[src/rtl/ex_muldiv_unit_pkg.sv]
// Shared encodings for the RV32M multiply/divide unit: operation codes,
// FSM states and the ALU-control selector that routes work to this block.
package ex_muldiv_unit_pkg;

  typedef enum logic [2:0] {
    MD_MUL    = 3'd0,
    MD_MULH   = 3'd1,
    MD_MULHSU = 3'd2,
    MD_MULHU  = 3'd3,
    MD_DIV    = 3'd4,
    MD_DIVU   = 3'd5,
    MD_REM    = 3'd6,
    MD_REMU   = 3'd7
  } md_op_e;

  typedef enum logic [2:0] {
    ST_IDLE = 3'd0,
    ST_MUL  = 3'd1,
    ST_DIV  = 3'd2,
    ST_FIX  = 3'd3,
    ST_DONE = 3'd4
  } md_state_e;

  // ALUcntrl/ALUOp value that steers an instruction into the multi-cycle unit.
  localparam logic [3:0] ALU_MULDIV = 4'b1010;

endpackage

[src/rtl/ex_muldiv_unit_if.sv]
// EX-stage request/response bundle between the pipeline and the mul/div unit.
interface ex_muldiv_unit_if #(
  parameter int XLEN = 32
);
  import ex_muldiv_unit_pkg::*;

  logic            start;
  md_op_e          md_op;
  logic [XLEN-1:0] op_a;
  logic [XLEN-1:0] op_b;
  logic            flush;
  logic            stall;
  logic            done;
  logic [XLEN-1:0] result;
  logic            busy;

  modport master (
    output start, md_op, op_a, op_b, flush,
    input  stall, done, result, busy
  );

  modport slave (
    input  start, md_op, op_a, op_b, flush,
    output stall, done, result, busy
  );

endinterface

[src/rtl/muldiv_divider.sv]
// Restoring divider on operand magnitudes: one shift/subtract per step,
// iteration counter, and sign fixup of quotient and remainder.
module muldiv_divider #(
  parameter int XLEN       = 32,
  parameter int DIV_CYCLES = 32
) (
  input  logic            clock,
  input  logic            reset,
  input  logic            i_load,
  input  logic            i_step,
  input  logic            i_signed,
  input  logic [XLEN-1:0] i_a,
  input  logic [XLEN-1:0] i_b,
  output logic            o_last,
  output logic [XLEN-1:0] o_quot,
  output logic [XLEN-1:0] o_rem
);

  localparam int CNT_W = $clog2(DIV_CYCLES) + 1;

  logic [CNT_W-1:0]  r_cnt;
  logic [2*XLEN-1:0] r_rq;
  logic [XLEN-1:0]   r_div;
  logic              r_neg_q;
  logic              r_neg_r;

  logic              w_a_neg;
  logic              w_b_neg;
  logic [XLEN-1:0]   w_a_mag;
  logic [XLEN-1:0]   w_b_mag;
  logic [XLEN:0]     w_hi;
  logic [XLEN:0]     w_trial;

  assign w_a_neg = i_signed & i_a[XLEN-1];
  assign w_b_neg = i_signed & i_b[XLEN-1];
  assign w_a_mag = w_a_neg ? ({XLEN{1'b0}} - i_a) : i_a;
  assign w_b_mag = w_b_neg ? ({XLEN{1'b0}} - i_b) : i_b;

  // Partial remainder shifted left with the next dividend bit, then trial-subtracted.
  assign w_hi    = r_rq[2*XLEN-1:XLEN-1];
  assign w_trial = w_hi - {1'b0, r_div};

  assign o_last = (r_cnt == CNT_W'(1));
  assign o_quot = r_neg_q ? ({XLEN{1'b0}} - r_rq[XLEN-1:0]) : r_rq[XLEN-1:0];
  assign o_rem  = r_neg_r ? ({XLEN{1'b0}} - r_rq[2*XLEN-1:XLEN]) : r_rq[2*XLEN-1:XLEN];

  // Load magnitudes and signs on accept, then one restoring step per cycle.
  always_ff @(posedge clock) begin
    if (reset) begin
      r_cnt   <= {CNT_W{1'b0}};
      r_rq    <= {(2*XLEN){1'b0}};
      r_div   <= {XLEN{1'b0}};
      r_neg_q <= 1'b0;
      r_neg_r <= 1'b0;
    end else if (i_load) begin
      r_cnt   <= CNT_W'(DIV_CYCLES);
      r_rq    <= {{XLEN{1'b0}}, w_a_mag};
      r_div   <= w_b_mag;
      r_neg_q <= w_a_neg ^ w_b_neg;
      r_neg_r <= w_a_neg;
    end else if (i_step) begin
      r_cnt <= r_cnt - CNT_W'(1);
      r_rq  <= w_trial[XLEN] ? {w_hi[XLEN-1:0], r_rq[XLEN-2:0], 1'b0}
                             : {w_trial[XLEN-1:0], r_rq[XLEN-2:0], 1'b1};
    end
  end

endmodule

[src/rtl/ex_muldiv_unit.sv]
// Multi-cycle RV32M multiply/divide unit for the EX stage: pipelined product,
// restoring divider, registered result with a one-cycle done pulse.
module ex_muldiv_unit
  import ex_muldiv_unit_pkg::*;
#(
  parameter int XLEN       = 32,
  parameter int MUL_CYCLES = 2,
  parameter int DIV_CYCLES = 32
) (
  input logic              clock,
  input logic              reset,
  ex_muldiv_unit_if.slave  bus
);

  localparam int MUL_STG = (MUL_CYCLES > 1) ? (MUL_CYCLES - 1) : 1;

  md_state_e         r_state;
  md_op_e            r_op;
  logic [XLEN-1:0]   r_result;
  logic              r_done;
  logic [2:0]        r_mul_cnt;
  logic [2*XLEN-1:0] r_ma;
  logic [2*XLEN-1:0] r_mb;
  logic [2*XLEN-1:0] r_prod [MUL_STG];

  logic              w_accept;
  logic              w_is_div;
  logic              w_b_zero;
  logic              w_ovf;
  logic              w_special;
  logic              w_a_sgn;
  logic              w_b_sgn;
  logic              w_div_last;
  logic [XLEN-1:0]   w_special_res;
  logic [XLEN-1:0]   w_quot;
  logic [XLEN-1:0]   w_rem;
  logic [XLEN-1:0]   w_div_res;
  logic [2*XLEN-1:0] w_prod;
  logic [2*XLEN-1:0] w_mul_out;

  assign w_accept  = (r_state == ST_IDLE) & bus.start & ~bus.flush;
  assign w_is_div  = bus.md_op[2];
  assign w_b_zero  = (bus.op_b == {XLEN{1'b0}});
  assign w_ovf     = ~bus.md_op[0] & (bus.op_a == {1'b1, {(XLEN-1){1'b0}}})
                     & (bus.op_b == {XLEN{1'b1}});
  assign w_special = w_is_div & (w_b_zero | w_ovf);
  assign w_a_sgn   = ((bus.md_op == MD_MULH) | (bus.md_op == MD_MULHSU)) & bus.op_a[XLEN-1];
  assign w_b_sgn   = (bus.md_op == MD_MULH) & bus.op_b[XLEN-1];

  // Divide-by-zero and signed overflow resolve at accept without iterating.
  always_comb begin
    w_special_res = {XLEN{1'b0}};
    if (bus.md_op[1]) begin
      w_special_res = w_b_zero ? bus.op_a : {XLEN{1'b0}};
    end else begin
      w_special_res = w_b_zero ? {XLEN{1'b1}} : bus.op_a;
    end
  end

  // Operands are pre-extended to 2*XLEN, so the low 2*XLEN bits are exact for every sign mix.
  assign w_prod    = r_ma * r_mb;
  assign w_mul_out = (MUL_CYCLES > 1) ? r_prod[MUL_STG-1] : w_prod;
  assign w_div_res = r_op[1] ? w_rem : w_quot;

  // Product pipeline feeding the MUL->DONE transition.
  always_ff @(posedge clock) begin
    if (reset) begin
      for (int i = 0; i < MUL_STG; i++) r_prod[i] <= {(2*XLEN){1'b0}};
    end else begin
      r_prod[0] <= w_prod;
      for (int i = 1; i < MUL_STG; i++) r_prod[i] <= r_prod[i-1];
    end
  end

  muldiv_divider #(
    .XLEN       (XLEN),
    .DIV_CYCLES (DIV_CYCLES)
  ) u_divider (
    .clock    (clock),
    .reset    (reset),
    .i_load   (w_accept & w_is_div & ~w_special),
    .i_step   (r_state == ST_DIV),
    .i_signed (~bus.md_op[0]),
    .i_a      (bus.op_a),
    .i_b      (bus.op_b),
    .o_last   (w_div_last),
    .o_quot   (w_quot),
    .o_rem    (w_rem)
  );

  // Control FSM; flush wins over start and over the DONE transition.
  always_ff @(posedge clock) begin
    if (reset) begin
      r_state   <= ST_IDLE;
      r_op      <= MD_MUL;
      r_result  <= {XLEN{1'b0}};
      r_done    <= 1'b0;
      r_mul_cnt <= 3'd0;
      r_ma      <= {(2*XLEN){1'b0}};
      r_mb      <= {(2*XLEN){1'b0}};
    end else if (bus.flush) begin
      r_state <= ST_IDLE;
      r_done  <= 1'b0;
    end else begin
      case (r_state)
        ST_IDLE: begin
          r_done <= 1'b0;
          if (bus.start) begin
            r_op      <= bus.md_op;
            r_mul_cnt <= 3'd0;
            r_ma      <= {{XLEN{w_a_sgn}}, bus.op_a};
            r_mb      <= {{XLEN{w_b_sgn}}, bus.op_b};
            if (!w_is_div) begin
              r_state <= ST_MUL;
            end else if (w_special) begin
              r_state  <= ST_DONE;
              r_result <= w_special_res;
              r_done   <= 1'b1;
            end else begin
              r_state <= ST_DIV;
            end
          end else begin
            r_state <= ST_IDLE;
          end
        end
        ST_MUL: begin
          if (r_mul_cnt == 3'(MUL_CYCLES - 1)) begin
            r_state  <= ST_DONE;
            r_done   <= 1'b1;
            r_result <= (r_op == MD_MUL) ? w_mul_out[XLEN-1:0] : w_mul_out[2*XLEN-1:XLEN];
          end else begin
            r_mul_cnt <= r_mul_cnt + 3'd1;
          end
        end
        ST_DIV: begin
          r_state <= w_div_last ? ST_FIX : ST_DIV;
        end
        ST_FIX: begin
          r_state  <= ST_DONE;
          r_done   <= 1'b1;
          r_result <= w_div_res;
        end
        ST_DONE: begin
          r_state <= ST_IDLE;
          r_done  <= 1'b0;
        end
        default: begin
          r_state <= ST_IDLE;
          r_done  <= 1'b0;
        end
      endcase
    end
  end

  assign bus.stall  = w_accept | (r_state == ST_MUL) | (r_state == ST_DIV) | (r_state == ST_FIX);
  assign bus.busy   = (r_state != ST_IDLE);
  assign bus.done   = r_done;
  assign bus.result = r_result;

endmodule

[src/flat_wrapper.sv]
// flat-port wrapper written by rule: the top's interface ports become plain ports
module ex_muldiv_unit_flat import ex_muldiv_unit_pkg::*;
#(
  parameter int XLEN       = 32,
  parameter int MUL_CYCLES = 2,
  parameter int DIV_CYCLES = 32
)
  (clock, reset, bus_start, bus_md_op, bus_op_a, bus_op_b, bus_flush, bus_stall, bus_done, bus_result, bus_busy);
  ex_muldiv_unit_if #(.XLEN(XLEN)) bus_i ();
  input logic clock;
  input logic reset;
  input wire logic [$bits(bus_i.start)-1:0] bus_start;
  input wire logic [$bits(bus_i.md_op)-1:0] bus_md_op;
  input wire logic [$bits(bus_i.op_a)-1:0] bus_op_a;
  input wire logic [$bits(bus_i.op_b)-1:0] bus_op_b;
  input wire logic [$bits(bus_i.flush)-1:0] bus_flush;
  output wire logic [$bits(bus_i.stall)-1:0] bus_stall;
  output wire logic [$bits(bus_i.done)-1:0] bus_done;
  output wire logic [$bits(bus_i.result)-1:0] bus_result;
  output wire logic [$bits(bus_i.busy)-1:0] bus_busy;
  assign bus_i.start = bus_start;
  assign bus_i.md_op = bus_md_op;
  assign bus_i.op_a = bus_op_a;
  assign bus_i.op_b = bus_op_b;
  assign bus_i.flush = bus_flush;
  assign bus_stall = bus_i.stall;
  assign bus_done = bus_i.done;
  assign bus_result = bus_i.result;
  assign bus_busy = bus_i.busy;
  ex_muldiv_unit #(.XLEN(XLEN), .MUL_CYCLES(MUL_CYCLES), .DIV_CYCLES(DIV_CYCLES)) u_core (.clock(clock), .reset(reset), .bus(bus_i));
endmodule
[config.mk]
export PLATFORM = sky130hd
export DESIGN_NAME = ex_muldiv_unit_flat
export DESIGN_NICKNAME = d
export VERILOG_FILES = /design/src/rtl/ex_muldiv_unit_pkg.sv /design/src/rtl/ex_muldiv_unit_if.sv /design/src/rtl/muldiv_divider.sv /design/src/rtl/ex_muldiv_unit.sv /design/src/flat_wrapper.sv
export SDC_FILE = /design/constraint.sdc
export NUM_CORES = 2
export LEC_CHECK = 0
export ABC_AREA = 1
export BUFFER_PORTS_ARGS = -buffer_cell sky130_fd_sc_hd__buf_4
export CAP_MARGIN = 20
export CORE_MARGIN = 3
export CORE_UTILIZATION = 60
export CTS_CLUSTER_SIZE = 16
export DETAILED_ROUTE_END_ITERATION = 10
export GPL_ROUTABILITY_DRIVEN = 1
export PLACE_DENSITY = 0.77
export SLEW_MARGIN = 10
export SYNTH_ARGS = -nofsm -noshare
export SYNTH_HDL_FRONTEND = slang
export SYNTH_SLANG_ARGS = --single-unit
[constraint.sdc]
create_clock -name clock -period 12 [get_ports clock]
set_input_delay 1.8 -clock clock [delete_from_list [all_inputs] [get_ports clock]]
set_output_delay 1.8 -clock clock [all_outputs]
set_load 0.1 [all_outputs]
==> flow_summary.json <==
{
  "placed_area_mm2": 0.0597,
  "cp_slowest_cell": "fa_1",
  "place.gp.congestion": 1.05,
  "syn-num-nets": 9619,
  "area_delta_synth_final_pct": 4.55,
  "crit_path_end_kind": "flop",
  "p_sw_share_pct": 51.6,
  "min_from": "u_core.u_divider.r_div[26]",
  "post_cts_buffers": 0,
  "multiInputGateArea_mm2": 0.0433,
  "synth.avg_cell_area_um2": 7.14,
  "num_rows": 113,
  "routed_wl_um": 190000,
  "setup.worst_path.class": "reg2reg",
  "r2r-end": "u_core.r_prod[0][52]",
  "grt_pass1_wl_um": 295000,
  "vias_per_cell": 5.59,
  "cts.sinks": 276,
  "synth_edf_count": 0,
  "total_power_mw": 5.73,
  "grt.overflow.total": 0,
  "vias": 51968,
  "core_area_mm2": 0.0957,
  "drv_cap": 0,
  "slowest_delay_ps": 830,
  "max_slew_margin_pct": 22.1,
  "dpl.hpwl_um": 149000,
  "clk_pin_slew_ps": 60,
  "nets": 9446,
  "synthCells": 8169,
  "min_path_cells": 2,
  "irDropWorstVdd_mv": 0.0952,
  "antenna_found_initial": 5,
  "start_util_pct": 61.0,
  "tightest_slew_ps": 1160,
  "ys.flop_type": "dfxtp_1",
  "cts_buffers": 36,
  "seq_area_mm2": 0.00553,
  "drc": 0,
  "dp.cells": 9222,
  "r2r_slack_ps": 3770,
  "fin_crit_ps": 8230,
  "cts_hold_buf": 0,
  "htree_levels": 2,
  "numPortBuffers": 105,
  "r2r-start": "u_core.r_mb[0]",
  "postLayoutCellArea_mm2": 0.0610,
  "reg2regPathDepth": 26,
  "leakage_nw": 34.7,
  "min_period_over_period_pct": 68.6,
  "p_clk_share_pct": 20.6,
  "intPower_mw": 2.77,
  "root_buffer": "clkbuf_16",
  "syn_area_mm2": 0.0584,
  "fin_ws_ps": 3770,
  "hold_path_end": "u_core.u_divider.r_div[26]",
  "finalHoldViolCount": 0,
  "cp_data_required_time_ps": 12440,
  "clock.fmax_mhz": 122,
  "yosys.area.top_type": "fa_1",
  "synth_area_leaders": "fa_1, inv_1, nand2_1",
  "comb_power_share_pct": 60.3,
  "p_switching_mw": 2.96,
  "cp-start-kind": "flop",
  "cts_resized": 0,
  "final_cell_count_no_fill": 9292,
  "min_path_type": "reg2reg",
  "tns_ps": 0,
  "yosys_warnings": 0,
  "clock_latency_ps": 600,
  "finClkSkew_ps": 35.0,
  "firstDrtPassIters": 7,
  "grt_use_total_pct": 37.5,
  "drive_above_1_share_pct": 3.74,
  "ys_seq_elements": 276,
  "postLayoutCoreUtil_pct": 63.7,
  "status": "complete, no violations",
  "setup_viol": 0,
  "avgRoutedWirePerCell_um": 20.4,
  "clockBufferDepth": 3,
  "whs_ps": 466,
  "die_area_mm2": 0.101,
  "netlist_top_cells_count": "inv_1, nand2_1, fa_1, nor2_1, nand3_1",
  "die_h_um": 318,
  "async_reset_ff_share_pct": 0,
  "yosys.area.top_type_share_pct": 38.6,
  "drv_slew": 0,
  "cp_data_arrival_time_ps": 8670,
  "pre_cts_slack_ps": 3690,
  "dr.first_iter.drc_count": 4697,
  "yosys.cell_types.count": 58,
  "synth.most_common_cell": "inv_1",
  "die_w_um": 318,
  "cp_max_fo": 34,
  "grt_pass1_vias": 53421,
  "cts_tree": "built",
  "ys_seq_area_share_pct": 9.47,
  "antenna_left": 0,
  "top_level_ports": 106,
  "pwr_density_cell_mw_per_mm2": 94.0,
  "fillers": 8567,
  "seqPwrFrac_pct": 19.2,
  "rsz0062_at_grt": "false",
  "grt_max_degree": 98
}
[power by group through the flow]
stage | registers, mW | logic, mW | clock network (mW)
final | 1.10 | 3.45 | 1.18
after global routing | 1.11 | 3.80 | 1.22
after CTS | 1.10 | 3.41 | 1.19
after detailed placement | 1.12 | 3.40 | 0
after global placement | 1.12 | 3.33 | 0
after floorplan | 1.09 | 2.23 | 0
[final cells by class]
type                    count  share of cell area, %
diodes                      3                 0.0123
clock buffers              42                   1.60
clock inverters            24                  0.468
inverters                2096                   12.9
multi-input cells        5398                   71.0
flip-flops and latches    276                   9.06
well taps                1265                   2.59
repair buffers            188                   2.33
[state kept, by name, indices dropped and copies added, names as in the netlist]
name / count
u_core.u_divider.r_div: 32
u_core.u_divider.r_neg_r: 1
u_core.r_op: 3
u_core.r_state: 3
u_core.bus.result: 32
u_core.r_prod: 64
u_core.r_ma: 33
u_core.u_divider.r_cnt: 6
u_core.r_mb: 33
u_core.u_divider.r_rq: 64
u_core.r_mul_cnt: 3
u_core.bus.done: 1
u_core.u_divider.r_neg_q: 1
[worst max-delay path by stage]
stage                     from              endpoint  slack (ps)  cells past startpoint
2_1_floorplan  u_core.r_ma[32]  u_core.r_prod[0][55]        4670                     28
3_3_place_gp    u_core.r_mb[0]  u_core.r_prod[0][59]        3810                     29
3_5_place_dp    u_core.r_mb[0]  u_core.r_prod[0][59]        3690                     29
4_1_cts         u_core.r_mb[0]  u_core.r_prod[0][59]        3690                     29
5_1_grt         u_core.r_mb[0]  u_core.r_prod[0][59]        3240                     29
6_report        u_core.r_mb[0]  u_core.r_prod[0][52]        3770                     26
[critical path: cells and delay by family (launching register included)]
family,cells,cell delay [ps]
buffers and inverters,9,1480
AOI/OAI and AO/OA,5,1060
adders and majority gates,9,4920
DFF,1,290
and+or+nand+nor,3,340
[kinds of logic (layout without fill, tap and decap cells)]
kind of cell	Yosys count	after routing	synth area share, %
compound gates	771	771	7.10
xor+xnor	86	86	1.29
fa+ha+maj	1379	1379	44.0
buf+inv	2495	2350	16.3
flops	276	276	9.47
other cells	0	3	0
simple gates	3162	3162	21.8
[routing by layer]
layer / part of all wire, % / vias to the layer above / GRT usage, %
met5: 0.012 / - / 0
met4: 7.2 / 4 / 22.2
met3: 9.9 / 713 / 7.57
met2: 47 / 2828 / 61.3
met1: 36 / 25026 / 46.3
li1: - / 23397 / -
[cell usage in the layout (no fill, tap or decap), types with 49 or more instances in the layout]
cell type	synthesis	routed
a21oi_1	330	330
buf_4	1	187
nand3_1	358	358
nand2_1	2042	2041
xor2_1	54	54
fa_1	1126	1126
inv_1	2087	2086
nand4_1	49	49
dfxtp_1	276	275
nor2_1	616	614
ha_1	253	253
o21ai_0	329	329
(Power assumes the default switching activity.)
